**config.mk**
```make
export PLATFORM = sky130hd
export DESIGN_NAME = banco_registradores_param
export DESIGN_NICKNAME = d
export VERILOG_FILES = /design/src/rtl/banco_registradores_param.sv
export SDC_FILE = /design/constraint.sdc
export NUM_CORES = 2
export LEC_CHECK = 0
export CORE_ASPECT_RATIO = 0.75
export CORE_UTILIZATION = 39
export DETAILED_ROUTE_END_ITERATION = 16
export SETUP_SLACK_MARGIN = 0.05
export SLEW_MARGIN = 10
export SYNTH_ARGS = -nofsm -noshare
export SYNTH_HDL_FRONTEND = slang
export SYNTH_SLANG_ARGS = --single-unit
```
**constraint.sdc**
```tcl
create_clock -name clock -period 4.25 [get_ports clock]
set_input_delay 0.425 -clock clock [delete_from_list [all_inputs] [get_ports clock]]
set_output_delay 0.425 -clock clock [all_outputs]
set_load 0.02 [all_outputs]
```
**src/rtl/banco_registradores_param.sv**
```systemverilog
// banco_registradores_param
// Parametrised register bank: NUM_LEITURA combinational read ports, one
// prioritised write port (ULA > Dado > jump link > load), a multi-cycle
// sweep-clear state machine, optional read bypass and hardwired-zero R0.
// Conflito/Descartado are registered one-cycle status pulses.

module banco_registradores_param #(
  parameter int LARGURA     = 32,
  parameter int NUM_REGS    = 32,
  parameter int NUM_LEITURA = 2,
  parameter int ZERO_R0     = 1,
  parameter int BYPASS      = 1,
  localparam int AW         = $clog2(NUM_REGS)
) (
  input  logic                           clock,
  input  logic                           resetn,
  input  logic                           Limpar,
  input  logic                           FlagLoad,
  input  logic                           FlagJump,
  input  logic                           FlagEscrita,
  input  logic                           FlagULA,
  input  logic [AW-1:0]                  RegEscrita,
  input  logic [LARGURA-1:0]             Memoria,
  input  logic [LARGURA-1:0]             EnderecoPC,
  input  logic [LARGURA-1:0]             Dado,
  input  logic [LARGURA-1:0]             EscritaULA,
  input  logic [NUM_LEITURA*AW-1:0]      RegLeitura,
  output logic [NUM_LEITURA*LARGURA-1:0] DadoLeitura,
  output logic [LARGURA-1:0]             Saida,
  output logic                           Pronto,
  output logic                           Conflito,
  output logic                           Descartado
);

  localparam logic [0:0]    OCIOSO   = 1'b0;
  localparam logic [0:0]    LIMPANDO = 1'b1;
  localparam logic [AW-1:0] CONT_ZERO = AW'(0);
  localparam logic [AW-1:0] CONT_UM   = AW'(1);
  localparam logic [AW-1:0] CONT_FIM  = AW'(NUM_REGS - 1);

  logic [LARGURA-1:0] banco_q [NUM_REGS];
  logic [LARGURA-1:0] banco_d [NUM_REGS];
  logic [0:0]         estado_q;
  logic [0:0]         estado_d;
  logic [AW-1:0]      cont_q;
  logic [AW-1:0]      cont_d;
  logic               conflito_q;
  logic               conflito_d;
  logic               descartado_q;
  logic               descartado_d;

  logic [3:0]         flags_s;
  logic               alguma_s;
  logic               r0_alvo_s;
  logic               aceita_s;
  logic [LARGURA-1:0] dado_sel_s;

  // Write source selection by fixed priority and acceptance decision.
  always_comb begin
    flags_s  = {FlagULA, FlagEscrita, FlagJump, FlagLoad};
    alguma_s = |flags_s;
    if (FlagULA) begin
      dado_sel_s = EscritaULA;
    end else if (FlagEscrita) begin
      dado_sel_s = Dado;
    end else if (FlagJump) begin
      dado_sel_s = EnderecoPC;
    end else if (FlagLoad) begin
      dado_sel_s = Memoria;
    end else begin
      dado_sel_s = {LARGURA{1'b0}};
    end
    // Writes to R0 are silently swallowed when it is hardwired to zero.
    r0_alvo_s = (ZERO_R0 != 0) && (RegEscrita == CONT_ZERO);
    aceita_s  = (estado_q == OCIOSO) && alguma_s && !r0_alvo_s;
    // Two or more flags set: clearing the lowest set bit leaves something.
    conflito_d = ((flags_s & (flags_s - 4'd1)) != 4'd0);
  end

  // Sweep-clear state machine and dropped-write detection.
  always_comb begin
    estado_d     = estado_q;
    cont_d       = cont_q;
    descartado_d = 1'b0;
    case (estado_q)
      OCIOSO: begin
        cont_d = CONT_ZERO;
        if (Limpar) begin
          estado_d = LIMPANDO;
        end else begin
          estado_d = OCIOSO;
        end
      end
      LIMPANDO: begin
        // Limpar is ignored here; any write flag is dropped and reported.
        descartado_d = alguma_s;
        if (cont_q == CONT_FIM) begin
          estado_d = OCIOSO;
          cont_d   = CONT_ZERO;
        end else begin
          estado_d = LIMPANDO;
          cont_d   = cont_q + CONT_UM;
        end
      end
      default: begin
        estado_d = OCIOSO;
        cont_d   = CONT_ZERO;
      end
    endcase
  end

  // Next contents of every register: sweep clear or accepted write.
  always_comb begin
    for (int i = 0; i < NUM_REGS; i++) begin
      if ((estado_q == LIMPANDO) && (cont_q == AW'(i))) begin
        banco_d[i] = {LARGURA{1'b0}};
      end else if (aceita_s && (RegEscrita == AW'(i))) begin
        banco_d[i] = dado_sel_s;
      end else begin
        banco_d[i] = banco_q[i];
      end
    end
  end

  // State, counter, bank and status pulse registers.
  always_ff @(posedge clock or negedge resetn) begin
    if (!resetn) begin
      estado_q     <= OCIOSO;
      cont_q       <= CONT_ZERO;
      conflito_q   <= 1'b0;
      descartado_q <= 1'b0;
      for (int i = 0; i < NUM_REGS; i++) begin
        banco_q[i] <= {LARGURA{1'b0}};
      end
    end else begin
      estado_q     <= estado_d;
      cont_q       <= cont_d;
      conflito_q   <= conflito_d;
      descartado_q <= descartado_d;
      for (int i = 0; i < NUM_REGS; i++) begin
        banco_q[i] <= banco_d[i];
      end
    end
  end

  // Read ports: R0 gating first, then same-cycle bypass, else stored value.
  for (genvar k = 0; k < NUM_LEITURA; k++) begin : g_leitura
    logic [AW-1:0]      end_s;
    logic [LARGURA-1:0] val_s;

    // Combinational read of port k.
    always_comb begin
      end_s = RegLeitura[k*AW +: AW];
      if ((ZERO_R0 != 0) && (end_s == CONT_ZERO)) begin
        val_s = {LARGURA{1'b0}};
      end else if ((BYPASS != 0) && aceita_s && (end_s == RegEscrita)) begin
        val_s = dado_sel_s;
      end else begin
        val_s = banco_q[end_s];
      end
    end

    assign DadoLeitura[k*LARGURA +: LARGURA] = val_s;
  end

  // Stored contents at the write address; never bypassed.
  always_comb begin
    if ((ZERO_R0 != 0) && (RegEscrita == CONT_ZERO)) begin
      Saida = {LARGURA{1'b0}};
    end else begin
      Saida = banco_q[RegEscrita];
    end
  end

  assign Pronto     = (estado_q == OCIOSO);
  assign Conflito   = conflito_q;
  assign Descartado = descartado_q;

endmodule
```
==> qor.yml <==
run_status:
  outcome: "finished, violations left"
  violations: "max-capacitance violations, max-slew violations, negative setup slack"
synth:
  synth_top_area_share: 0.408
  synth_seq_cells: 1032
  synth_edf_count: 0
  yosys-top-cells-count: "dfrtp_1, o2bb2ai_1, mux4_2, clkbuf_1, mux2i_1"
  yosysMostFrequentCell: "dfrtp_1"
  yosysUniqueCellTypes: 64
  synthesis.instances: 4711
  synth_area_leaders: "dfrtp_1, mux4_2, o2bb2ai_1"
  synth.avg_cell_area_sq_um: 13.4
  yosys_warnings: 0
  synth.largest_area_cell: "dfrtp_1"
  synth_ff_type: "dfrtp_1"
  ys_seq_area_frac: 0.408
  synth_fp_nets: 4867
  synthArstFlopShare: 1.00
  synth_area_sq_um: 63300
setup_path:
  slowest_delay_ns: 0.85
  crit_type: "register to output port"
  crit_family: "compound AO/OA/AOI/OAI gates"
  crit_buf_inv: 1
  cp_data_required_time_ns: 3.83
  path_cells: "mux4_2, mux2i_1, o21ai_0, o21ai_0, o22ai_1, clkdlybuf4s50_1"
  critPathSlowestCell: "o21ai_0"
  cpMostUsedCell: "o21ai_0"
  cp_max_fo: 4
  critPathCaptureType: "output port"
  worstPathArrival_ns: 3.84
  critPathLaunchType: "register"
clock_tree:
  clkTransAtPathRegs_ns: 0.06
  htreeDepth: 3
  clk_latency_ns: 0.80
  cts_buffer_depth: 3
  post_cts_buffers: 0
  cts_made_buffers: 108
  cts_tree: "yes"
  cts_sinks: 1032
  root_buffer: "clkbuf_16"
drt:
  wl_met3_um: 52900
  wl_per_cell_um: 43.4
  routed-via-count: 54300
  top_layer_used: "met5"
  drt-pass1-iter-count: 6
  drcViolationCount: 0
  vias_per_cell: 7.61
  wirelength_um: 310000
  wl_met2_um: 122000
  drt-met1-wl_um: 110000
  detail-route-antenna-nets: 0
  drtIter0Drc: 7977
layout:
  final_cells: 7138
  drive_above_1_share: 0.320
  final_cell_area_sq_um: 74400
  final_net_count: 5064
  area_delta_synth_final_pct: 17.5
  fin_util: 0.463
grt:
  grt_pass1_wl_um: 430000
  grt.overflow.total: 0
  grt_usage: 0.375
  first_global_vias: 52800
  grt_max_degree: 105
  antenna_found_initial: 10
floorplanning:
  dieHeight_um: 351
  dieArea_sq_um: 164000
  fp-row-count: 127
  die_w_um: 467
  design.core.area_sq_um: 160000
  initial_core_util: 0.394
  io_pins: 249
sta:
  setup_violations: 2
  tns_ns: -0.0271
  fmax_ghz: 0.234
  min_period_ns: 4.26
  hold_viol: 0
  worst_pin_slew_ns: 1.52
  slew_headroom: -0.0117
  rsz0062_at_grt: "false"
  fin_ws_ns: -0.0147
  slew_viol_final: 16
  clock_skew_ns: 0.0390
  fin_crit_sh: 1.00
flow_run:
  cap_violations: 1
place:
  io_buffer_count: 248
  dp_hpwl_um: 193000
  gp_congestion: 0.983
  dp_cells: 6925
  dpl-instance-area_sq_um: 70600
pwr:
  leakagePower_nw: 29.5
  powerDensity_nw_per_um2: 383
  power.total_mw: 28.5
  peakVddDrop_mv: 0.335
worst_hold_path:
  holdCritPathClass: "input pin to register"
-- area by class of cell --
cell class / count / area (sq um)
multi-input cells: 3010 / 35100
diodes: 11 / 27.5
well taps: 2128 / 2660
repair buffers: 707 / 6870
fillers: 14000 / 86100
clock inverters: 44 / 513
flip-flops and latches: 1032 / 25800
clock buffers: 157 / 3190
inverters: 49 / 185
-- cells in the final DEF (no fill, tap or decap), types with 47 or more instances in the layout --
| cell type | n |
|---|---|
| clkbuf_16 | 108 |
| buf_12 | 78 |
| mux2i_1 | 228 |
| o22ai_1 | 48 |
| nand2_1 | 112 |
| buf_4 | 403 |
| inv_1 | 47 |
| a221oi_1 | 75 |
| mux4_2 | 746 |
| a21oi_4 | 47 |
| mux2_2 | 56 |
| o2bb2ai_1 | 961 |
| nor2_1 | 125 |
| a211oi_1 | 62 |
| o21ai_0 | 98 |
| nor3_1 | 51 |
| dfrtp_1 | 1032 |
| clkdlybuf4s50_1 | 211 |
-- per-stage QoR --
| step | hold WS, ns | setup slack, ns |
|---|---|---|
| after global routing | 0.148 | 0.0625 |
| after detailed placement | 0.502 | -0.211 |
| after floorplan | 0.129 | 1.56 |
| final | 0.151 | -0.0147 |
| after CTS | 0.0914 | 0.0775 |
| after global placement | 0.499 | -0.196 |
-- state kept, by name, indices dropped and copies added, names as in the netlist --
name        flops
banco_q      1024
cont_q          5
Conflito        1
Descartado      1
estado_q        1
-- report_power, final --
part / total, mW / internal (mW) / switching (mW)
clock: 10.2 / 5.70 / 4.54
combinational: 6.98 / 2.69 / 4.29
sequential: 11.2 / 10.5 / 0.735
-- cells by family (layout without fill, tap and decap cells) --
logic type / Yosys count / after routing / share of synthesized area
AO/OA/AOI/OAI: 1505 / 1505 / 0.194
XOR/XNOR: 12 / 12 / 0.00166
adder cells (fa/ha/maj): 7 / 7 / 0.00134
buffers and inverters: 669 / 957 / 0.0491
flip-flops: 1032 / 1032 / 0.408
multiplexers: 1031 / 1031 / 0.312
other: 0 / 11 / 0
AND/OR/NAND/NOR: 455 / 455 / 0.0342
-- final timing paths --
| path | from | end | slack [ns] | cells after the start |
|---|---|---|---|---|
| min in group asynchronous | resetn | Conflito | 0.24 | 2 |
| max in group asynchronous | resetn | banco_q[59] | 2.72 | 3 |
| min | FlagULA | Descartado | 0.15 | 4 |
| max reg2reg | estado_q | banco_q[20] | 1.04 | 6 |
| min reg2reg | banco_q[349] | banco_q[349] | 0.53 | 1 |
| max | banco_q[287] | DadoLeitura[63] | -0.01 | 6 |
-- worst register-to-register path, cell delays in order (launching register included) --
cell and delay [ns]:
dfrtp_1 0.42, buf_4 0.22, or3_1 0.65, nor2_1 0.66
nand3_2 0.51, buf_12 0.35, o2bb2ai_1 0.28
-- what timing repair did --
item / 4_1_cts / 5_1_grt
endpoints found under the hold margin: 51 / 0
gates resized for setup: 4 / 5
setup endpoints to repair: 4 / 5
pin swaps: 0 / 1
hold buffers: 1 / 0
-- per-layer routing --
layer	global-route usage	vias up
met4	0.235	16
met2	0.501	5136
met5	0.00699	-
met3	0.196	1319
met1	0.472	28000
li1	-	19900
(Power assumes the default switching activity.)
